==> src/rtl/md_if.sv <==
// md_if: request/result bundle between the EX-stage control and md_unit.
//   master (EX control): drives start/op/a/b/cancel/hi_we/lo_we/wdata,
//                        observes busy/hi/lo
//   slave  (md_unit)   : the reverse
interface md_if;
  logic        start;
  logic [1:0]  op;      // 00 MULT, 01 MULTU, 10 DIV, 11 DIVU
  logic [31:0] a;
  logic [31:0] b;
  logic        cancel;
  logic        hi_we;
  logic        lo_we;
  logic [31:0] wdata;
  logic        busy;
  logic [31:0] hi;
  logic [31:0] lo;

  modport master (
    output start, op, a, b, cancel, hi_we, lo_we, wdata,
    input  busy, hi, lo
  );

  modport slave (
    input  start, op, a, b, cancel, hi_we, lo_we, wdata,
    output busy, hi, lo
  );
endinterface

==> src/rtl/md_unit.sv <==
// md_unit: iterative 32-bit multiply/divide unit owning the HI/LO registers.
//   clk, rst_n : clock, asynchronous active-low reset
//   bus        : md_if.slave -- start/op/a/b request, cancel (flush),
//                MTHI/MTLO writes (hi_we/lo_we/wdata), busy/hi/lo results
// An accepted operation spends 32 cycles in CALC (one bit per cycle) and one
// in FIX (sign correction and HI/LO write), so busy is high for 33 cycles.
module md_unit (
  input  logic clk,
  input  logic rst_n,
  md_if.slave  bus
);

  typedef enum logic [1:0] {IDLE, CALC, FIX} state_t;

  state_t      state, state_next;
  logic [4:0]  count;
  logic        is_div;
  logic [31:0] mag_b;
  logic [63:0] acc;       // mul: {partial product, multiplier}; div: {remainder, quotient}
  logic        neg_q;     // negate product (mul) or quotient (div)
  logic        neg_r;     // negate remainder (div only)
  logic        div_zero;
  logic [31:0] hi_q, lo_q;

  // Operand capture: magnitudes only for signed ops.
  logic        signed_op, a_neg, b_neg, start_go;
  logic [31:0] mag_a_in, mag_b_in;

  assign signed_op = ~bus.op[0];
  assign a_neg     = signed_op & bus.a[31];
  assign b_neg     = signed_op & bus.b[31];
  assign mag_a_in  = a_neg ? -bus.a : bus.a;
  assign mag_b_in  = b_neg ? -bus.b : bus.b;
  // Cancel beats start in IDLE.
  assign start_go  = bus.start & ~bus.cancel;

  // One iteration of shift-add multiply or restoring divide.
  logic [32:0] add_sum;
  logic [32:0] rem_shift;
  logic        rem_ge;
  logic [31:0] rem_next;
  logic [63:0] acc_step;

  always_comb begin
    // NOTE: every always_comb output gets a default first so no path can infer a latch.
    acc_step  = acc;
    add_sum   = {1'b0, acc[63:32]} + (acc[0] ? {1'b0, mag_b} : 33'd0);
    rem_shift = {acc[63:32], acc[31]};
    rem_ge    = (rem_shift >= {1'b0, mag_b});
    // After a restore the remainder is below the divisor, so 32 bits suffice.
    rem_next  = rem_ge ? (rem_shift[31:0] - mag_b) : rem_shift[31:0];
    if (is_div)
      acc_step = {rem_next, acc[30:0], rem_ge};
    else
      acc_step = {add_sum, acc[31:1]};
  end

  // Sign correction applied in FIX.
  logic [63:0] prod_fixed;
  logic [31:0] fix_hi, fix_lo;

  always_comb begin
    prod_fixed = neg_q ? -acc : acc;
    fix_hi     = prod_fixed[63:32];
    fix_lo     = prod_fixed[31:0];
    if (is_div) begin
      // A zero divisor yields an all-ones quotient; the remainder already
      // reconstructs the original dividend once its sign is restored.
      fix_hi = neg_r ? -acc[63:32] : acc[63:32];
      if (div_zero)
        fix_lo = 32'hFFFF_FFFF;
      else
        fix_lo = neg_q ? -acc[31:0] : acc[31:0];
    end
  end

  // State register.
  always_ff @(posedge clk or negedge rst_n) begin
    // NOTE: sequential state uses non-blocking assignments so every flop samples pre-edge values.
    if (!rst_n) state <= IDLE;
    else        state <= state_next;
  end

  // Next-state logic.
  always_comb begin
    state_next = state;
    unique case (state)
      IDLE: if (start_go) state_next = CALC;
      CALC: begin
        if (bus.cancel)         state_next = IDLE;
        else if (count == 5'd31) state_next = FIX;
      end
      FIX:  state_next = IDLE;
      default: state_next = IDLE;
    endcase
  end

  // Datapath and HI/LO.
  always_ff @(posedge clk or negedge rst_n) begin
    if (!rst_n) begin
      count    <= '0;
      is_div   <= 1'b0;
      mag_b    <= '0;
      acc      <= '0;
      neg_q    <= 1'b0;
      neg_r    <= 1'b0;
      div_zero <= 1'b0;
      hi_q     <= '0;
      lo_q     <= '0;
    end else begin
      unique case (state)
        IDLE: begin
          if (start_go) begin
            count    <= '0;
            is_div   <= bus.op[1];
            mag_b    <= mag_b_in;
            acc      <= {32'd0, mag_a_in};
            neg_q    <= a_neg ^ b_neg;
            neg_r    <= a_neg;
            div_zero <= (bus.b == 32'd0);
          end else begin
            // MTHI/MTLO only land when no operation is being accepted.
            if (bus.hi_we) hi_q <= bus.wdata;
            if (bus.lo_we) lo_q <= bus.wdata;
          end
        end
        CALC: begin
          if (!bus.cancel) begin
            acc   <= acc_step;
            count <= count + 5'd1;
          end
        end
        FIX: begin
          if (!bus.cancel) begin
            hi_q <= fix_hi;
            lo_q <= fix_lo;
          end
        end
        default: ;
      endcase
    end
  end

  assign bus.busy = (state != IDLE);
  assign bus.hi   = hi_q;
  assign bus.lo   = lo_q;

endmodule

==> src/flat_wrapper.sv <==
// flat-port wrapper written by rule: the top's interface ports become plain ports
module md_unit_flat 
  (clk, rst_n, bus_start, bus_op, bus_a, bus_b, bus_cancel, bus_hi_we, bus_lo_we, bus_wdata, bus_busy, bus_hi, bus_lo);
  md_if bus_i ();
  input  logic clk;
  input  logic rst_n;
  input wire logic [$bits(bus_i.start)-1:0] bus_start;
  input wire logic [$bits(bus_i.op)-1:0] bus_op;
  input wire logic [$bits(bus_i.a)-1:0] bus_a;
  input wire logic [$bits(bus_i.b)-1:0] bus_b;
  input wire logic [$bits(bus_i.cancel)-1:0] bus_cancel;
  input wire logic [$bits(bus_i.hi_we)-1:0] bus_hi_we;
  input wire logic [$bits(bus_i.lo_we)-1:0] bus_lo_we;
  input wire logic [$bits(bus_i.wdata)-1:0] bus_wdata;
  output wire logic [$bits(bus_i.busy)-1:0] bus_busy;
  output wire logic [$bits(bus_i.hi)-1:0] bus_hi;
  output wire logic [$bits(bus_i.lo)-1:0] bus_lo;
  assign bus_i.start = bus_start;
  assign bus_i.op = bus_op;
  assign bus_i.a = bus_a;
  assign bus_i.b = bus_b;
  assign bus_i.cancel = bus_cancel;
  assign bus_i.hi_we = bus_hi_we;
  assign bus_i.lo_we = bus_lo_we;
  assign bus_i.wdata = bus_wdata;
  assign bus_busy = bus_i.busy;
  assign bus_hi = bus_i.hi;
  assign bus_lo = bus_i.lo;
  md_unit u_core (.clk(clk), .rst_n(rst_n), .bus(bus_i));
endmodule
==> config.mk <==
export PLATFORM = sky130hd
export DESIGN_NAME = md_unit_flat
export DESIGN_NICKNAME = d
export VERILOG_FILES = /design/src/rtl/md_if.sv /design/src/rtl/md_unit.sv /design/src/flat_wrapper.sv
export SDC_FILE = /design/constraint.sdc
export NUM_CORES = 1
export LEC_CHECK = 0
export CORE_ASPECT_RATIO = 0.9
export CORE_MARGIN = 3
export CORE_UTILIZATION = 63
export DETAILED_ROUTE_END_ITERATION = 12
export PLACE_DENSITY = 0.93
export SYNTH_ARGS = -nofsm -noshare
export SYNTH_HDL_FRONTEND = slang
export SYNTH_SLANG_ARGS = --single-unit
==> constraint.sdc <==
create_clock -name clk -period 6.1 [get_ports clk]
set_clock_uncertainty 0.15 [all_clocks]
set_input_delay 1.22 -clock clk [delete_from_list [all_inputs] [get_ports clk]]
set_output_delay 1.22 -clock clk [all_outputs]
set_load 0.005 [all_outputs]
## Word-level counts from Yosys, hierarchy flattened

Index checks and enable logic that the tools add are counted.

| cells by class | value |
|---|---|
| equality and inequality tests | 10 |
| multiplexer cells | 29 |
| $lt $le $gt $ge | 1 |
| bitwise operators | 6 |
| $add $sub $neg | 8 |
| reduce and logical (&&, ||, !) cells | 10 |

Operators by type and width:

| cell | count |
|---|---|
| $mux 32 | 15 |
| $mux 64 | 4 |
| $neg 32->32 | 4 |
| $pmux 32 s2 | 2 |
| $pmux 64 s2 | 1 |
| $neg 64->64 | 1 |
| $add 32x33->33 | 1 |
| $ge 33x32->1 | 1 |
| $logic_not 32->1 | 1 |
| $sub 32x32->32 | 1 |
| $mux 5 | 2 |
| $ne 2x2->1 const B | 5 |
| $pmux 5 s2 | 1 |
| $reduce_and 4->1 | 2 |
| $mux 2 | 3 |
| $reduce_bool 2->1 | 3 |
| $add 5x1->5 const B | 1 |
| $eq 5x5->1 const B | 1 |
| $pmux 2 s2 | 1 |
| $reduce_and 2->1 | 2 |
| $and 1x1->1 | 3 |
| $ne 3x2->1 const B | 1 |
| $reduce_and 3->1 | 1 |
| $eq 2x1->1 const B | 1 |
| other kinds (5) | 6 |

| word-level totals | value |
|---|---|
| bits in registers | 171 |
| logic and storage cells | 74 |

## Longest topological paths before layout

| logic depth | value |
|---|---|
| depth in word-level cells | 6 |
| mapped depth | 14 |

## Worst setup path before layout

No wires, ideal clock.

| path | value |
|---|---|
| path type | input port to flip-flop |
| from | input port bus_b[8] |
| to | register u_core.mag_b[30] |
| data arrival time | 3140 ps |
| path buffers | 0 |
| stages on the path | 9 |
| path slack | 2677 ps |
| cell sequence | or3_1 > nor4_2 > nand2_1 > nor4_2 > nand2b_1 > or3_1 > o41ai_1 > xor2_1 > o21ai_0 |

| between the ends | value |
|---|---|
| longest elaborated chain between the ends | 2 |

RTL lines:

| what | line | source |
|---|---|---|
| start, declared | flat_wrapper.sv:10 | `input wire logic [$bits(bus_i.b)-1:0] bus_b;` |
| $neg 32->32 | md_unit.sv:33 | `assign mag_b_in = b_neg ? -bus.b : bus.b;` |
| $mux 32 | md_unit.sv:33 |  |
| end signal, assigned | md_unit.sv:116 | `mag_b <= mag_b_in;` |
| end, declared | md_unit.sv:18 | `logic [31:0] mag_b;` |

No other way between the ends.
A chain may end at the register's enable or synchronous reset.

## Final worst setup path

| path | value |
|---|---|
| from | register u_core.acc[0] |
| to | register u_core.acc[53] |

| between the ends | value |
|---|---|
| longest elaborated chain between the ends | 5 |

RTL lines:

| what | line | source |
|---|---|---|
| start, declared | md_unit.sv:19 | `logic [63:0] acc;` |
| start signal, assigned | md_unit.sv:117 | `acc <= {32'd0, mag_a_in};` |
| start signal, assigned | md_unit.sv:129 | `acc <= acc_step;` |
| $mux 32 | md_unit.sv:47 | `add_sum = {1'b0, acc[63:32]} + (acc[0] ? {1'b0, mag_b} : 33'd0);` |
| $add 32x33->33 | md_unit.sv:47 |  |
| $mux 64 | md_unit.sv:52 | `if (is_div)` |
| $mux 64 | md_unit.sv:128 | `if (!bus.cancel) begin` |
| $pmux 64 s2 | md_unit.sv:111 | `unique case (state)` |

No other way between the ends. The select of a mux whose other input is x is not followed.

==> run metrics <==
post-route insts no fill=2283; share of layout cells above drive strength 1=4.03%; synth top area cells=dfrtp_1, o21ai_0, nand2_1, ha_1, xnor2_1; Logic pwr share=57.5%; H-tree Lvls=4; Synth area leader=dfrtp_1; Seq/Total Area, Yosys=29.4%; # IOs=169; sw frac=49.1%; Worst R2R Start=u_core.acc[0]$_DFFE_PN0P_; Placed Instances=2251; DP HPWL=36.0 mm; max incr delay on CP=0.80 ns; HP Class=reg -> reg; Inserted Clock Buffers=17; DRC Markers=0; FF+latch count, synth=171; Setup crit end kind=register; die area=25000 µm²; kind of critical path=reg -> reg; Net count, final=2149; hold wc startpoint=u_core.bus.lo[27]$_DFFE_PN0P_; wirelength, routed=48.5 mm; Wirelength per Cell=21.3 µm; root buffer cell=clkbuf_16; placed cell area=16300 µm²; initial antenna violation count=0; Netlist Area Pre-Place=14600 µm²; outcome=complete, no violations; R2R Path End=u_core.acc[53]$_DFFE_PN0P_; post-synth top area share=29.4%; vias in the first global route=14.1k; post-CTS setup repair buffer count=0; global-route wire length before repair=76.7 mm; worst path arrival time=4.72 ns; final setup margin=1.59 ns; initial DRC count=2045; measured slew at the worst slew-check pin=1.18 ns; type of element launching the critical path=register; sequential share of power=26.5%; reg2reg path depth=12; leak pwr=7.30 nW; antenna violation net count after detailed routing=0; pwr dens=433 nW/µm²; fin crit share=73.9%; clock network fraction of total power=16.0%; Max IR drop VDD=256 µV; Pwr Total=7.34 mW; setup violators final=0; syn nets=2057; Int Pwr=3.73 mW; Die X=166 µm; core area=22600 µm²; DR pass1 iterations=7; via-per-instance ratio=6.71; gp weighted congestion=1.02; Achievable Freq=222 MHz; Post-CTS Resized=0; Slew Viols, Final=0; final core occ=75.1%; num rows=52; Post-synth EDFFs=0; Initial Util=64.5%; CTS sink cnt=171; final setup TNS=0 ns; via count=15.3k; Hold Slack=0.333 ns; die height=150 µm; post-place setup slack=1.74 ns; Async SR Flop Fraction=100%; Worst-Skew Late Latency=0.45 ns; post-route cell area=16900 µm²; WHS Endpoint=u_core.bus.lo[27]$_DFFE_PN0P_; largest net degree at the start of global routing=74; commonest non-fill, non-tap cells in the layout=nand2_1, o21ai_0, dfrtp_1, clkdlybuf4s50_1, nor2_1; Ys Warns=0; Clock Tree Buf Depth=2; critical path fanouts, max=32; Slowest cell on crit path=inv_1; Clock transition at path regs=0.08 ns; worst-path cell chain=inv_1 -> nor2_1 -> ha_1 -> o21ai_0 -> a21oi_1 -> o41a_1 -> nor4_1 -> o311ai_0 -> a21o_1 -> a2111oi_0 -> nor3_1 -> o21ai_1; Diodes inserted=0; total gr overflow=0; Worst slew margin=21.6%; Tmin final=4.51 ns; FF-to-FF setup slack=1.59 ns; switching pwr=3.60 mW; hold path cells=2; synth-to-layout area growth=16.4%; data required time of the critical path=6.31 ns; total track usage=38.2%; max cap viols=0; post-synth cell types=81; Syn Area/Cell=7.74 µm²; Final Hold Vio Count=0; commonest non-fill, non-tap cell in the layout=nand2_1; CTS Hold Bufs=0; unrepaired setup endpoints after global routing=no; CTS tree=built; number of port buffers=168; Main synth FF type=dfrtp_1; Cells after Synth=1881
## cell type report
type | count | area (µm²)
multi-input combinational | 1534 | 9630
fill | 1666 | 5630
sequential | 171 | 4280
timing repair buffer | 182 | 1790
clock buffer | 17 | 425
tap | 297 | 372
inverter | 67 | 251
clock inverter | 15 | 199
## logic make-up after synthesis
| family | count (synthesis) | share of synthesized area [%] |
|---|---|---|
| simple gates | 632 | 20.3 |
| fa+ha+maj | 72 | 6.29 |
| xor+xnor | 163 | 9.80 |
| mux | 53 | 3.67 |
| compound gates | 614 | 25.9 |
| flops | 171 | 29.4 |
| buf+inv | 176 | 4.63 |
## flip-flops by register name, indices dropped and copies added, names as in the netlist
| signal | cells |
|---|---|
| u_core.acc | 64 |
| u_core.bus.hi | 32 |
| u_core.bus.lo | 32 |
| u_core.mag_b | 32 |
| u_core.count | 5 |
| u_core.state | 2 |
| u_core.div_zero | 1 |
| u_core.is_div | 1 |
| u_core.neg_q | 1 |
| u_core.neg_r | 1 |
## power by group through the flow
stage | sequential [mW] | combinational [mW] | clock, mW
final | 1.94 | 4.22 | 1.17
after global routing | 1.97 | 4.56 | 1.21
after CTS | 1.91 | 4.09 | 1.16
after detailed placement | 1.93 | 4.04 | 0
after global placement | 1.91 | 3.96 | 0
after floorplan | 1.70 | 3.01 | 0
## worst max-delay path by stage
stage / cells after the start / slack [ns] / to / startpoint
after global placement: 10 / 1.95 / u_core.mag_b[30]$_DFFE_PN0P_ / bus_b[2]
after floorplan: 9 / 2.68 / u_core.mag_b[30]$_DFFE_PN0P_ / bus_b[8]
after global routing: 12 / 1.36 / u_core.acc[53]$_DFFE_PN0P_ / u_core.acc[0]$_DFFE_PN0P_
after detailed placement: 10 / 1.74 / u_core.mag_b[30]$_DFFE_PN0P_ / bus_b[2]
final: 12 / 1.59 / u_core.acc[53]$_DFFE_PN0P_ / u_core.acc[0]$_DFFE_PN0P_
after CTS: 12 / 1.80 / u_core.acc[53]$_DFFE_PN0P_ / u_core.acc[0]$_DFFE_PN0P_
## worst max-delay path, delay by kind of cell, from the launching register on
kind | cells | cell delay [ns]
buffers and inverters | 1 | 0.80
adder cells (fa/ha/maj) | 1 | 0.37
AND/OR/NAND/NOR | 3 | 0.78
AO/OA/AOI/OAI | 7 | 1.87
flip-flops | 1 | 0.44
## synth_stat cells (5+ instances only)
master	number
a22oi_1	13
o211ai_1	10
nand2b_1	24
o22ai_1	34
or2_2	5
a22o_1	5
or4_1	14
nand4_1	17
o21bai_1	7
o31ai_1	34
mux2i_1	50
buf_1	11
xor2_1	66
nor2_1	166
nand2_1	257
nor2b_1	9
nor4_1	10
o31a_1	5
or3_1	25
a21o_1	37
nor3_1	35
a21oi_1	125
buf_2	7
o21a_1	13
nand3_1	25
clkbuf_1	89
o21ai_0	230
and2_1	9
o221ai_1	8
a31oi_1	16
a211o_1	5
ha_1	70
o41ai_1	8
a211oi_1	16
and3_1	16
inv_1	67
o21ai_1	8
nor4_2	5
dfrtp_1	171
xnor2_1	97
## routing by layer
metal	up-vias	GRT usage, %	part of all wire [%]
met5	-	0	0
met4	0	10.9	3.1
met3	137	10.5	13
met2	1015	57.0	42
met1	7222	54.9	41
li1	6934	-	-
Power figures use the tool's default switching activity.
